<file path="src/rtl/pwm_pkg.sv">
// Shared constants and state encoding for the PWM block and its ramp controller.
package pwm_pkg;

   localparam int unsigned PWM_R          = 8;
   localparam int unsigned PWM_TIMER_BITS = 10;

   typedef enum logic [1:0] {
      ST_IDLE = 2'd0,
      ST_RAMP = 2'd1,
      ST_HOLD = 2'd2
   } pwm_state_e;

endpackage

</file>
<file path="src/rtl/pwm_period_timer.sv">
// Prescaler plus R-bit period counter; flags the last clock of every PWM period.
module pwm_period_timer
   import pwm_pkg::*;
#(
   parameter int unsigned R          = PWM_R,
   parameter int unsigned TIMER_BITS = PWM_TIMER_BITS
) (
   input  logic                  clk,
   input  logic                  reset_n,
   input  logic                  clear,
   input  logic [TIMER_BITS-1:0] final_value,
   output logic                  period_tick
);

   logic [TIMER_BITS-1:0] r_presc;
   logic [R-1:0]          r_pcnt;
   logic                  w_wrap;

   // >= rather than == so a lowered final_value cannot strand the prescaler above it
   assign w_wrap      = (r_presc >= final_value);
   assign period_tick = w_wrap && (r_pcnt == {R{1'b1}});

   always_ff @(posedge clk) begin
      if (!reset_n || clear) begin
         r_presc <= '0;
         r_pcnt  <= '0;
      end else if (w_wrap) begin
         r_presc <= '0;
         r_pcnt  <= r_pcnt + R'(1);
      end else begin
         r_presc <= r_presc + TIMER_BITS'(1);
      end
   end

endmodule

</file>
<file path="src/rtl/pwm_ramp_ctrl.sv">
// Ramps the PWM duty toward a requested target by a fixed step per PWM period.
module pwm_ramp_ctrl
   import pwm_pkg::*;
#(
   parameter int unsigned R          = PWM_R,
   parameter int unsigned TIMER_BITS = PWM_TIMER_BITS
) (
   input  logic                  clk,
   input  logic                  reset_n,
   input  logic                  enable,
   input  logic [TIMER_BITS-1:0] final_value,
   input  logic                  tgt_valid,
   output logic                  tgt_ready,
   input  logic [R:0]            tgt_duty,
   input  logic [R-1:0]          step,
   output logic [R:0]            duty,
   output logic                  period_tick,
   output logic                  busy,
   output logic                  done
);

   localparam int unsigned DW = R + 1;
   localparam logic [DW-1:0] DUTY_MAX = {1'b1, {R{1'b0}}};

   pwm_state_e     r_state, w_state_nxt;
   logic [DW-1:0]  r_duty, w_duty_nxt;
   logic [DW-1:0]  r_target, w_target_nxt;
   logic           r_done, w_done_nxt;
   logic           w_tick;
   logic           w_accept;
   logic           w_down;
   logic [DW-1:0]  w_diff;
   logic [DW-1:0]  w_step;

   pwm_period_timer #(
      .R          (R),
      .TIMER_BITS (TIMER_BITS)
   ) u_timer (
      .clk         (clk),
      .reset_n     (reset_n),
      .clear       (!enable),
      .final_value (final_value),
      .period_tick (w_tick)
   );

   assign period_tick = w_tick;
   assign busy        = (r_state == ST_RAMP);
   assign tgt_ready   = reset_n && enable && (r_state != ST_RAMP);
   assign duty        = r_duty;
   assign done        = r_done;

   assign w_accept = tgt_valid && tgt_ready;
   assign w_down   = (r_duty > r_target);
   assign w_diff   = w_down ? (r_duty - r_target) : (r_target - r_duty);
   assign w_step   = {1'b0, step};

   // Duty only moves on a period boundary; the step is applied only when it cannot overshoot
   always_comb begin
      w_state_nxt  = r_state;
      w_duty_nxt   = r_duty;
      w_target_nxt = r_target;
      w_done_nxt   = 1'b0;
      if (!enable) begin
         w_state_nxt  = ST_IDLE;
         w_duty_nxt   = '0;
         w_target_nxt = '0;
      end else begin
         case (r_state)
            ST_IDLE, ST_HOLD: begin
               if (w_accept) begin
                  w_target_nxt = (tgt_duty > DUTY_MAX) ? DUTY_MAX : tgt_duty;
                  w_state_nxt  = ST_RAMP;
               end
            end
            ST_RAMP: begin
               if (w_tick) begin
                  if ((step == '0) || (w_diff <= w_step)) begin
                     w_duty_nxt  = r_target;
                     w_state_nxt = ST_HOLD;
                     w_done_nxt  = 1'b1;
                  end else if (w_down) begin
                     w_duty_nxt = r_duty - w_step;
                  end else begin
                     w_duty_nxt = r_duty + w_step;
                  end
               end
            end
            default: w_state_nxt = ST_IDLE;
         endcase
      end
   end

   always_ff @(posedge clk) begin
      if (!reset_n) begin
         r_state  <= ST_IDLE;
         r_duty   <= '0;
         r_target <= '0;
         r_done   <= 1'b0;
      end else begin
         r_state  <= w_state_nxt;
         r_duty   <= w_duty_nxt;
         r_target <= w_target_nxt;
         r_done   <= w_done_nxt;
      end
   end

endmodule

</file>
<file path="config.mk">
export PLATFORM = sky130hd
export DESIGN_NAME = pwm_ramp_ctrl
export DESIGN_NICKNAME = d
export VERILOG_FILES = /design/src/rtl/pwm_pkg.sv /design/src/rtl/pwm_period_timer.sv /design/src/rtl/pwm_ramp_ctrl.sv
export SDC_FILE = /design/constraint.sdc
export NUM_CORES = 1
export LEC_CHECK = 0
export BUFFER_PORTS_ARGS = -buffer_cell sky130_fd_sc_hd__buf_2
export CORE_ASPECT_RATIO = 0.6
export CORE_MARGIN = 10
export CORE_UTILIZATION = 52
export DETAILED_ROUTE_END_ITERATION = 10
export PLACE_DENSITY = 0.76
export SLEW_MARGIN = 15
export SYNTH_ARGS = -nofsm -noshare
export SYNTH_HDL_FRONTEND = slang
export SYNTH_HIERARCHICAL = 1
export SYNTH_SLANG_ARGS = --single-unit
</file>
<file path="constraint.sdc">
create_clock -name clk -period 4.3 [get_ports clk]
set_clock_uncertainty 0.15 [all_clocks]
set_input_delay 0.215 -clock clk [delete_from_list [all_inputs] [get_ports clk]]
set_output_delay 0.215 -clock clk [all_outputs]
set_load 0.01 [all_outputs]
</file>
Word-level counts from Yosys, hierarchy flattened
Cells that the tools add are included.
{"block": "word_totals", "regBits": 39, "out_inout_bits": 13, "wordCells": 49, "input_bits": 31}
{"block": "classes", "magnitude_cmp": 4, "addsub": 6, "n_reduce_logical": 17, "n_eq_ne": 7, "mux": 9}
{"cell": "$mux W9", "count": 4}
{"cell": "$sub A9 B9 Y9", "count": 2}
{"cell": "$add A10 B1 Y10 const B", "count": 1}
{"cell": "$ge A10 B10 Y1", "count": 1}
{"cell": "$add A9 B8 Y9", "count": 1}
{"cell": "$gt A9 B9 Y1", "count": 1}
{"cell": "$gt A9 B9 Y1 const B", "count": 1}
{"cell": "$le A9 B8 Y1", "count": 1}
{"cell": "$sub A9 B8 Y9", "count": 1}
{"cell": "$add A8 B1 Y8 const B", "count": 1}
{"cell": "$eq A8 B8 Y1 const B", "count": 1}
{"cell": "$logic_not A8 Y1", "count": 1}
{"cell": "$mux W2", "count": 3}
{"cell": "$reduce_and A2 Y1", "count": 3}
{"cell": "$logic_and A1 B1 Y1", "count": 4}
{"cell": "$ne A2 B1 Y1 const B", "count": 2}
{"cell": "$ne A2 B2 Y1 const B", "count": 2}
{"cell": "$pmux W2 S2", "count": 1}
{"cell": "$reduce_and A4 Y1", "count": 1}
{"cell": "$reduce_or A2 Y1", "count": 2}
{"cell": "$reduce_and A3 Y1", "count": 1}
{"cell": "$eq A2 B1 Y1 const B", "count": 1}
{"cell": "$eq A2 B2 Y1 const B", "count": 1}
{"cell": "$logic_not A1 Y1", "count": 2}
{"cell": "other kinds (3)", "count": 4}

Longest topological paths before layout
Gate-level depths: netlist (run 1).
{"block": "depth", "word_depth": 7, "mapped_depth": 20, "mapped_depth_nobuf": 19}

Modules after synthesis
The synthesis (run 1) kept the hierarchy.
{"mod": "pwm_ramp_ctrl", "instances": 1, "seq_area_each_um2": 420.4, "cells_each": 287, "area_per_inst_um2": 2308.5}
{"mod": "pwm_period_timer", "instances": 1, "seq_area_each_um2": 360.3, "cells_each": 130, "area_per_inst_um2": 1102.3}

Worst setup path after synthesis (run 1)
Ideal clock, no wire load.
{"block": "synth_timing", "kind": "reg2reg", "from": "register r_duty[6], in the netlist duty[6]", "to": "register r_duty[2], in the netlist duty[2]", "stages_incl_launch_ff": 20, "t_arrival_ns": 4.020, "period_less_slack_ns": 4.240, "setup_time_ns": 0.070, "required_ns": 4.080, "n_path_buf": 1, "path_slack_ns": 0.060, "path_cell_list": "dfxtp_1 -> inv_1 -> ha_1 -> buf_6 -> a21oi_2 -> o21ai_1 -> o31ai_4 -> mux2i_1 -> a221o_1 -> a21oi_1 -> xnor2_1 -> ha_1 -> nand3_1 -> nor2_1 -> a211oi_1 -> a21boi_0 -> mux2_4 -> or2_4 -> a211o_1 -> a21oi_1"}
{"block": "synth_via", "elab_chain_cells": 5, "elab_cells_between_ends": 8, "cone_classes": "add/sub: 2; order compare: 2; mux: 3; reduce/logical: 1"}
{"item": "start, declared", "line": "pwm_ramp_ctrl.sv:26", "source": "logic [DW-1:0] r_duty, w_duty_nxt;"}
{"item": "start signal, assigned", "line": "pwm_ramp_ctrl.sv:101", "source": "r_duty <= w_duty_nxt;"}
{"item": "$sub A9 B9 Y9 or $gt A9 B9 Y1 (tied branches)", "line": "pwm_ramp_ctrl.sv:54, pwm_ramp_ctrl.sv:53"}
{"item": "$mux W9", "line": "pwm_ramp_ctrl.sv:54", "source": "assign w_diff = w_down ? (r_duty - r_target) : (r_target - r_duty);"}
{"item": "$le A9 B8 Y1", "line": "pwm_ramp_ctrl.sv:77", "source": "if ((step == '0) || (w_diff <= w_step)) begin"}
{"item": "$logic_or A1 B1 Y1", "line": "pwm_ramp_ctrl.sv:77"}
{"item": "$mux W9 *", "line": "pwm_ramp_ctrl.sv:77"}
Mark *: on every way between the ends. The rest lies on a longest branch, timed or not.
A chain may end at the register's enable or synchronous reset.

Final worst setup path (run 1)
{"block": "layout_timing", "from": "register r_duty[2], in the netlist duty[2]", "to": "register r_duty[2], in the netlist duty[2]"}
Same word-level chain as after synthesis.

==> impl_metrics.toml, run 1 <==
[outcome]
run_status = "finished, final reports clean"

[timing]
max_slew.worst_pin.slew_ps = 855
slew_headroom_pct = 43.0
fin_ws_ps = 130
maximum_frequency_from_static_timing_analysis_ghz = 0.240
post_route_minimum_period_ps = 4170
timing_hold_violations_final = 0
rsz_0062_raised_after_global_routing = "yes"
timing.final.crit_share_pct = 97.0
final-setup-viol-count = 0
finalMaxSlewViolations = 0

[placement]
gp_congestion = 0.907
place.port_buffers = 43
detailedPlace.worstSlack_ps = -50.9
dpl.hpwl_microns = 7400

[global_route]
globalRoute.totalOverflow = 0
initial_antenna_violation_count = 0
grt_usage_pct = 17.3
maximum_number_of_pins_on_one_net_before_global_route_repair = 18
first_global_vias = 3032
grt_pass1_wl_microns = 14800

[floorplanning]
die_h_microns = 82.7
num_rows = 22
die_area_sq_um = 10300
boundaryPins = 44
design.core.area_sq_um = 6250
floorplan.die.width_microns = 125
initial_utilization_pct = 54.6

[critical_path]
path_delay_family = "compound AO/OA/AOI/OAI gates"
critPathCaptureType = "flip-flop"
timing.critical_path.arrival_ps = 4230
crit_required_ps = 4360
critPathSlowestCell = "sky130_fd_sc_hd__o32a_1"
cp-start-kind = "flip-flop"
critical_path_peak_fanout = 5
cp_num_buf_inv = 3
crit_chain = "inv_2 > ha_4 > buf_6 > nand4_1 > o32a_1 > o31ai_4 > buf_6 > mux2i_2 > a221o_1 > a21oi_4 > xnor2_2 > ha_1 > nand3_1 > nor2_1 > a211oi_2 > a21oi_1 > mux2_4 > or2_4 > a211o_1 > a21oi_1"
worst-setup-path-type = "reg2reg"
slowest_cell_delay_on_critical_path_ps = 410

[power]
power.density_nw_per_um2 = 222
power_uw = 925
power_leakage_nw = 1.87
worst_ir_drop_vdd_mv = 0.145

[yosys]
yosys-top-cells-count = "sky130_fd_sc_hd__inv_1 (48), sky130_fd_sc_hd__ha_1 (46), sky130_fd_sc_hd__dfxtp_1 (39)"
yosysWarningCount = 6
library_cell_occupying_the_most_area_in_the_post_synthesis_netlist = "sky130_fd_sc_hd__dfxtp_1"
synth-compound-area-share_pct = 20.1
synth_fa_ha_area_share_pct = 18.6
mux_cell_area_share_after_synthesis_pct = 5.54
synth.top_cell.area_share_pct = 22.9
synth_simple_gate_area_share_pct = 18.4
synthXorXnorAreaFrac_pct = 6.93
edff_count_synth = 0
cell_count_after_synthesis = 417
synth.ff_latch_count = 39
synthMostInstantiatedCell = "sky130_fd_sc_hd__inv_1"
leading_post_synthesis_cells_by_cell_area = "sky130_fd_sc_hd__dfxtp_1 (23%), sky130_fd_sc_hd__ha_1 (17%), sky130_fd_sc_hd__a21oi_1 (5.4%)"
mappedNetlistArea_sq_um = 3410
synth_nets = 497
synth_seq_area_share_pct = 22.9
synthesis.area_per_instance_sq_um = 8.18
synth_cell_types = 62
synth-main-ff-cell = "sky130_fd_sc_hd__dfxtp_1"
synth_top_family_by_area = "compound AO/OA/AOI/OAI gates"
async_set_reset_flop_share_out_of_synthesis_pct = 0

[clocking]
clock_sinks = 39
clk_root_buffer_cell = "sky130_fd_sc_hd__clkbuf_8"
cts_made_buffers = 5
cts_tree = "done"
cts_htree_levels = 2
cts.clk_slew.worst_paths_ps = 80
largest_buffer_count_on_any_clock_path = 2
holdBufCountCts = 0
clk-insertion-delay-late_ps = 300

[detailed_routing]
totalWireLength_microns = 9460
vias = 3192
routed_wire_length_per_instance_microns = 16.7
vias_per_cell = 5.64
first_pass_iters = 4
detailedRoute.firstIterationViolations = 243
detail-route-antenna-nets = 0
post-route-drc-count = 0

[flow_run]
timing.max_cap.violations = 0

[cells_and_area]
syn_to_final_growth_pct = 22.2
final_net_count = 562
drive_gt1_share_pct = 25.5
insertedDiodeCount = 0
utilization_pct = 66.7

[min_path]
worst_hold_path_type = "in2reg"
## cell type report
type                       count  area, sq um
tap                           84          105
clock inverter                 1         5.00
fill                         531         2080
inverter                      48          180
multi-input combinational    317         2530
timing repair buffer          71          475
sequential                    39          787
clock buffer                   6         82.6
## report_power, final
part	total, mW	switching [mW]	leakage (nW)	internal (mW)
clock network	0.255	0.129	0.0470	0.126
logic	0.302	0.151	1.50	0.151
registers	0.367	0.00388	0.317	0.363
total	0.925	0.285	1.87	0.640
## per-stage QoR
| step | cell area, sq um | setup TNS [ps] | hold slack (ps) | instances |
|---|---|---|---|---|
| after floorplan | 3410 | 0 | 201 | 417 |
| after global placement | 3810 | 0 | 294 | 552 |
| final | 4170 | 0 | 35.3 | 566 |
| after global routing | 4170 | -709 | 40.3 | 566 |
| after detailed placement | 3810 | -330 | 303 | 552 |
| after CTS | 3940 | 0 | 32.4 | 559 |
## cell families after synthesis
logic type | Yosys count
AO/OA/AOI/OAI | 100
XOR/XNOR | 27
buffers and inverters | 61
multiplexers | 18
adder cells (fa/ha/maj) | 49
flip-flops | 39
AND/OR/NAND/NOR | 123
## cells in the final DEF, fill, tap and decap left out, types with 14 or more instances in the layout
cell type | Yosys | final
sky130_fd_sc_hd__ha_1 | 46 | 39
sky130_fd_sc_hd__xnor2_1 | 19 | 18
sky130_fd_sc_hd__inv_1 | 48 | 46
sky130_fd_sc_hd__a21o_1 | 14 | 14
sky130_fd_sc_hd__buf_2 | 3 | 43
sky130_fd_sc_hd__buf_4 | 0 | 23
sky130_fd_sc_hd__dfxtp_1 | 39 | 36
sky130_fd_sc_hd__a21oi_1 | 37 | 32
sky130_fd_sc_hd__nand2_1 | 34 | 34
sky130_fd_sc_hd__nor2_1 | 32 | 31
## per-layer routing
metal,routed length (microns),track usage [%]
met1,4800,25.4
met2,4010,25.9
met3,595,2.93
met4,55,3.24
met5,0,0
## final timing paths
kind | endpoint | slack (ps) | start | depth (start not counted)
setup reg to reg | duty[2]$_SDFFE_PN0P_ | 130 | duty[2]$_SDFFE_PN0P_ | 20
setup / recovery | duty[2]$_SDFFE_PN0P_ | 130 | duty[2]$_SDFFE_PN0P_ | 20
hold / removal | r_target[6]$_SDFFE_PN0P_ | 40 | tgt_duty[6] | 3
hold reg to reg | u_timer/r_pcnt[5]$_SDFFE_PP0P_ | 310 | u_timer/r_pcnt[5]$_SDFFE_PP0P_ | 2
## registers in the layout, summed over array words and instances (netlist names)
name             cells
u_timer/r_pcnt       8
r_target             9
done                 1
duty                 9
u_timer/r_presc     10
r_state              2
## tightest hold or removal path, stage by stage
cell and delay [ps]:
sky130_fd_sc_hd__buf_2 100, sky130_fd_sc_hd__nand3b_1 60, sky130_fd_sc_hd__a21oi_1 60
## repair_timing
action,CTS,global route
cloned,0,1
setup endpoints to repair,9,12
pin swaps,3,17
resized for setup,8,27
buffers inserted,0,7
No activity file was read; power rests on OpenSTA's default activity.
==> run 2, diff against run 1 <==
--- a/config.mk
+++ b/config.mk
@@ -8,9 +8,9 @@
 export BUFFER_PORTS_ARGS = -buffer_cell sky130_fd_sc_hd__buf_2
 export CORE_ASPECT_RATIO = 0.6
 export CORE_MARGIN = 10
-export CORE_UTILIZATION = 52
+export CORE_UTILIZATION = 53
 export DETAILED_ROUTE_END_ITERATION = 10
-export PLACE_DENSITY = 0.76
+export PLACE_DENSITY = 0.77
 export SLEW_MARGIN = 15
 export SYNTH_ARGS = -nofsm -noshare
 export SYNTH_HDL_FRONTEND = slang
==> constraint.sdc (replaced) <==
create_clock -name clk -period 4.3 [get_ports clk]
set_clock_uncertainty 0.15 [all_clocks]
set_input_delay 0.86 -clock clk [delete_from_list [all_inputs] [get_ports clk]]
set_output_delay 0.86 -clock clk [all_outputs]
set_load 0.01 [all_outputs]
==> impl_metrics.toml, run 2 (synthesized netlist as in run 1, its figures left out) <==
[timing]
timing_hold_violations_final = 0
maximum_frequency_from_static_timing_analysis_ghz = 0.240
finalMaxSlewViolations = 0
final.hold.worst_slack_ps = 313
post_route_minimum_period_ps = 4170
slew_headroom_pct = 44.3
max_slew.worst_pin.slew_ps = 833
timing.final.crit_share_pct = 97.1
setup_tns_ps = 0
final-setup-viol-count = 0

[critical_path]
r2r_cells = 16
critPathCaptureType = "flip-flop"
cp-start-kind = "flip-flop"
reg2reg_from = "duty[1]$_SDFFE_PN0P_"
worst-setup-path-type = "reg2reg"
worst-r2r-setup-slack_ps = 130
crit_required_ps = 4360
timing.critical_path.arrival_ps = 4230
critical_path_peak_fanout = 6
reg2reg_to = "duty[8]$_SDFFE_PN0P_"

[clocking]
cts_made_buffers = 5
holdBufCountCts = 0
clk_root_buffer_cell = "sky130_fd_sc_hd__clkbuf_8"
clk-insertion-delay-late_ps = 290
cts.clk_slew.worst_paths_ps = 80
clock_sinks = 39
cts_tree = "done"
largest_buffer_count_on_any_clock_path = 2
cts_htree_levels = 2

[cells_and_area]
insertedDiodeCount = 0
syn_to_final_growth_pct = 22.3
largest-register = "u_timer/r_presc"
final_net_count = 563
final_common_cell = "sky130_fd_sc_hd__inv_1"
fin_area_sq_um = 4170
layout.cells.most_common_list = "sky130_fd_sc_hd__inv_1 (48), sky130_fd_sc_hd__buf_2 (44), sky130_fd_sc_hd__ha_1 (39), sky130_fd_sc_hd__nand2_1 (34), sky130_fd_sc_hd__dfxtp_1 (34)"
number_of_non_filler_instances_in_the_completed_layout = 568
drive_gt1_share_pct = 26.2
largest_register_ffs = 10

[placement]
dpl.hpwl_microns = 7270
post_dp_cell_area_sq_um = 3810
dpl.cell_count = 552
gp_congestion = 0.920
place.port_buffers = 43

[min_path]
worst_hold_path_type = "reg2reg"
worst_hold_path.num_cells = 2
worst_hold_end = "u_timer/r_pcnt[5]$_SDFFE_PP0P_"
startpoint_of_the_most_critical_hold_path = "u_timer/r_pcnt[5]$_SDFFE_PP0P_"

[power]
power.density_nw_per_um2 = 230
power_leakage_nw = 1.86
worst_ir_drop_vdd_mv = 0.135
power_uw = 961

[flow_run]
timing.max_cap.violations = 0

[floorplanning]
boundaryPins = 44
die_area_sq_um = 10100
die_h_microns = 82.1
design.core.area_sq_um = 6170
initial_utilization_pct = 55.3
floorplan.die.width_microns = 124
num_rows = 22

[detailed_routing]
post-route-drc-count = 0
routed_wire_length_per_instance_microns = 16.3
detailedRoute.firstIterationViolations = 247
detail-route-antenna-nets = 0
vias = 3226
first_pass_iters = 5
vias_per_cell = 5.68
totalWireLength_microns = 9230

[global_route]
maximum_number_of_pins_on_one_net_before_global_route_repair = 18
grt_pass1_wl_microns = 14400
grt_usage_pct = 17.5
first_global_vias = 2968
initial_antenna_violation_count = 0
globalRoute.totalOverflow = 0

[outcome]
run_status = "finished, final reports clean"
[run 2: critical path, cell delays in order, from the launching register on]
cell                       delay (ps)
sky130_fd_sc_hd__dfxtp_1          310
sky130_fd_sc_hd__buf_4            160
sky130_fd_sc_hd__ha_1             220
sky130_fd_sc_hd__a21oi_2          200
sky130_fd_sc_hd__a211oi_2         120
sky130_fd_sc_hd__o31ai_4          350
sky130_fd_sc_hd__buf_6            170
sky130_fd_sc_hd__mux2_2           360
sky130_fd_sc_hd__fa_2             370
sky130_fd_sc_hd__a21o_1           210
sky130_fd_sc_hd__a21oi_2          180
sky130_fd_sc_hd__o21ai_1          130
sky130_fd_sc_hd__o41ai_2          430
sky130_fd_sc_hd__xor2_1           300
sky130_fd_sc_hd__nor4b_4          250
sky130_fd_sc_hd__o21ai_0          110
sky130_fd_sc_hd__o221ai_1          70
[run 2: area by class of cell]
cell class / instances / area (sq um)
clock buffer: 6 / 82.6
clock inverter: 2 / 35.0
fill: 511 / 2000
inverter: 48 / 180
multi-input combinational: 317 / 2530
sequential: 39 / 790
tap: 84 / 105
timing repair buffer: 72 / 450
[run 2: how the worst max path moves through the flow]
stage | from | end | slack (ps) | cells after the start
2_1_floorplan | duty[6]$_SDFFE_PN0P_ | duty[2]$_SDFFE_PN0P_ | 60 | 19
3_3_place_gp | r_target[1]$_SDFFE_PN0P_ | duty[8]$_SDFFE_PN0P_ | 70 | 16
3_5_place_dp | r_target[1]$_SDFFE_PN0P_ | duty[8]$_SDFFE_PN0P_ | -50 | 16
4_1_cts | duty[0]$_SDFFE_PN0P_ | duty[2]$_SDFFE_PN0P_ | 10 | 19
5_1_grt | r_target[2]$_SDFFE_PN0P_ | duty[2]$_SDFFE_PN0P_ | -110 | 19
6_report | duty[1]$_SDFFE_PN0P_ | duty[8]$_SDFFE_PN0P_ | 130 | 16
[run 2: power breakdown]
part / internal [mW] / total, mW / switching (mW) / leakage (nW)
registers: 0.364 / 0.367 / 0.00384 / 0.318
logic: 0.133 / 0.276 / 0.143 / 1.48
clock network: 0.188 / 0.318 / 0.130 / 0.0612
total: 0.684 / 0.961 / 0.277 / 1.86
[run 2: what timing repair did]
item                                    4_1_cts  5_1_grt
endpoints found under the setup margin        4       12
pin swaps                                     0       11
gates cloned                                  0        1
gates resized for setup                       3       29
setup buffers                                 0        7
[run 2: per-stage QoR]
step	worst slack (ps)	utilization, %
after CTS	12.7	64.0
after global placement	73.6	61.9
after global routing	-109	67.6
after floorplan	59.7	-
final	125	67.6
after detailed placement	-46.0	61.9
[run 2: layer usage]
layer / part of all wire, % / global-route usage [%]
met1: 49 / 25.6
met2: 42 / 25.8
met3: 8.5 / 3.86
met4: 0.53 / 2.89
met5: 0 / 0
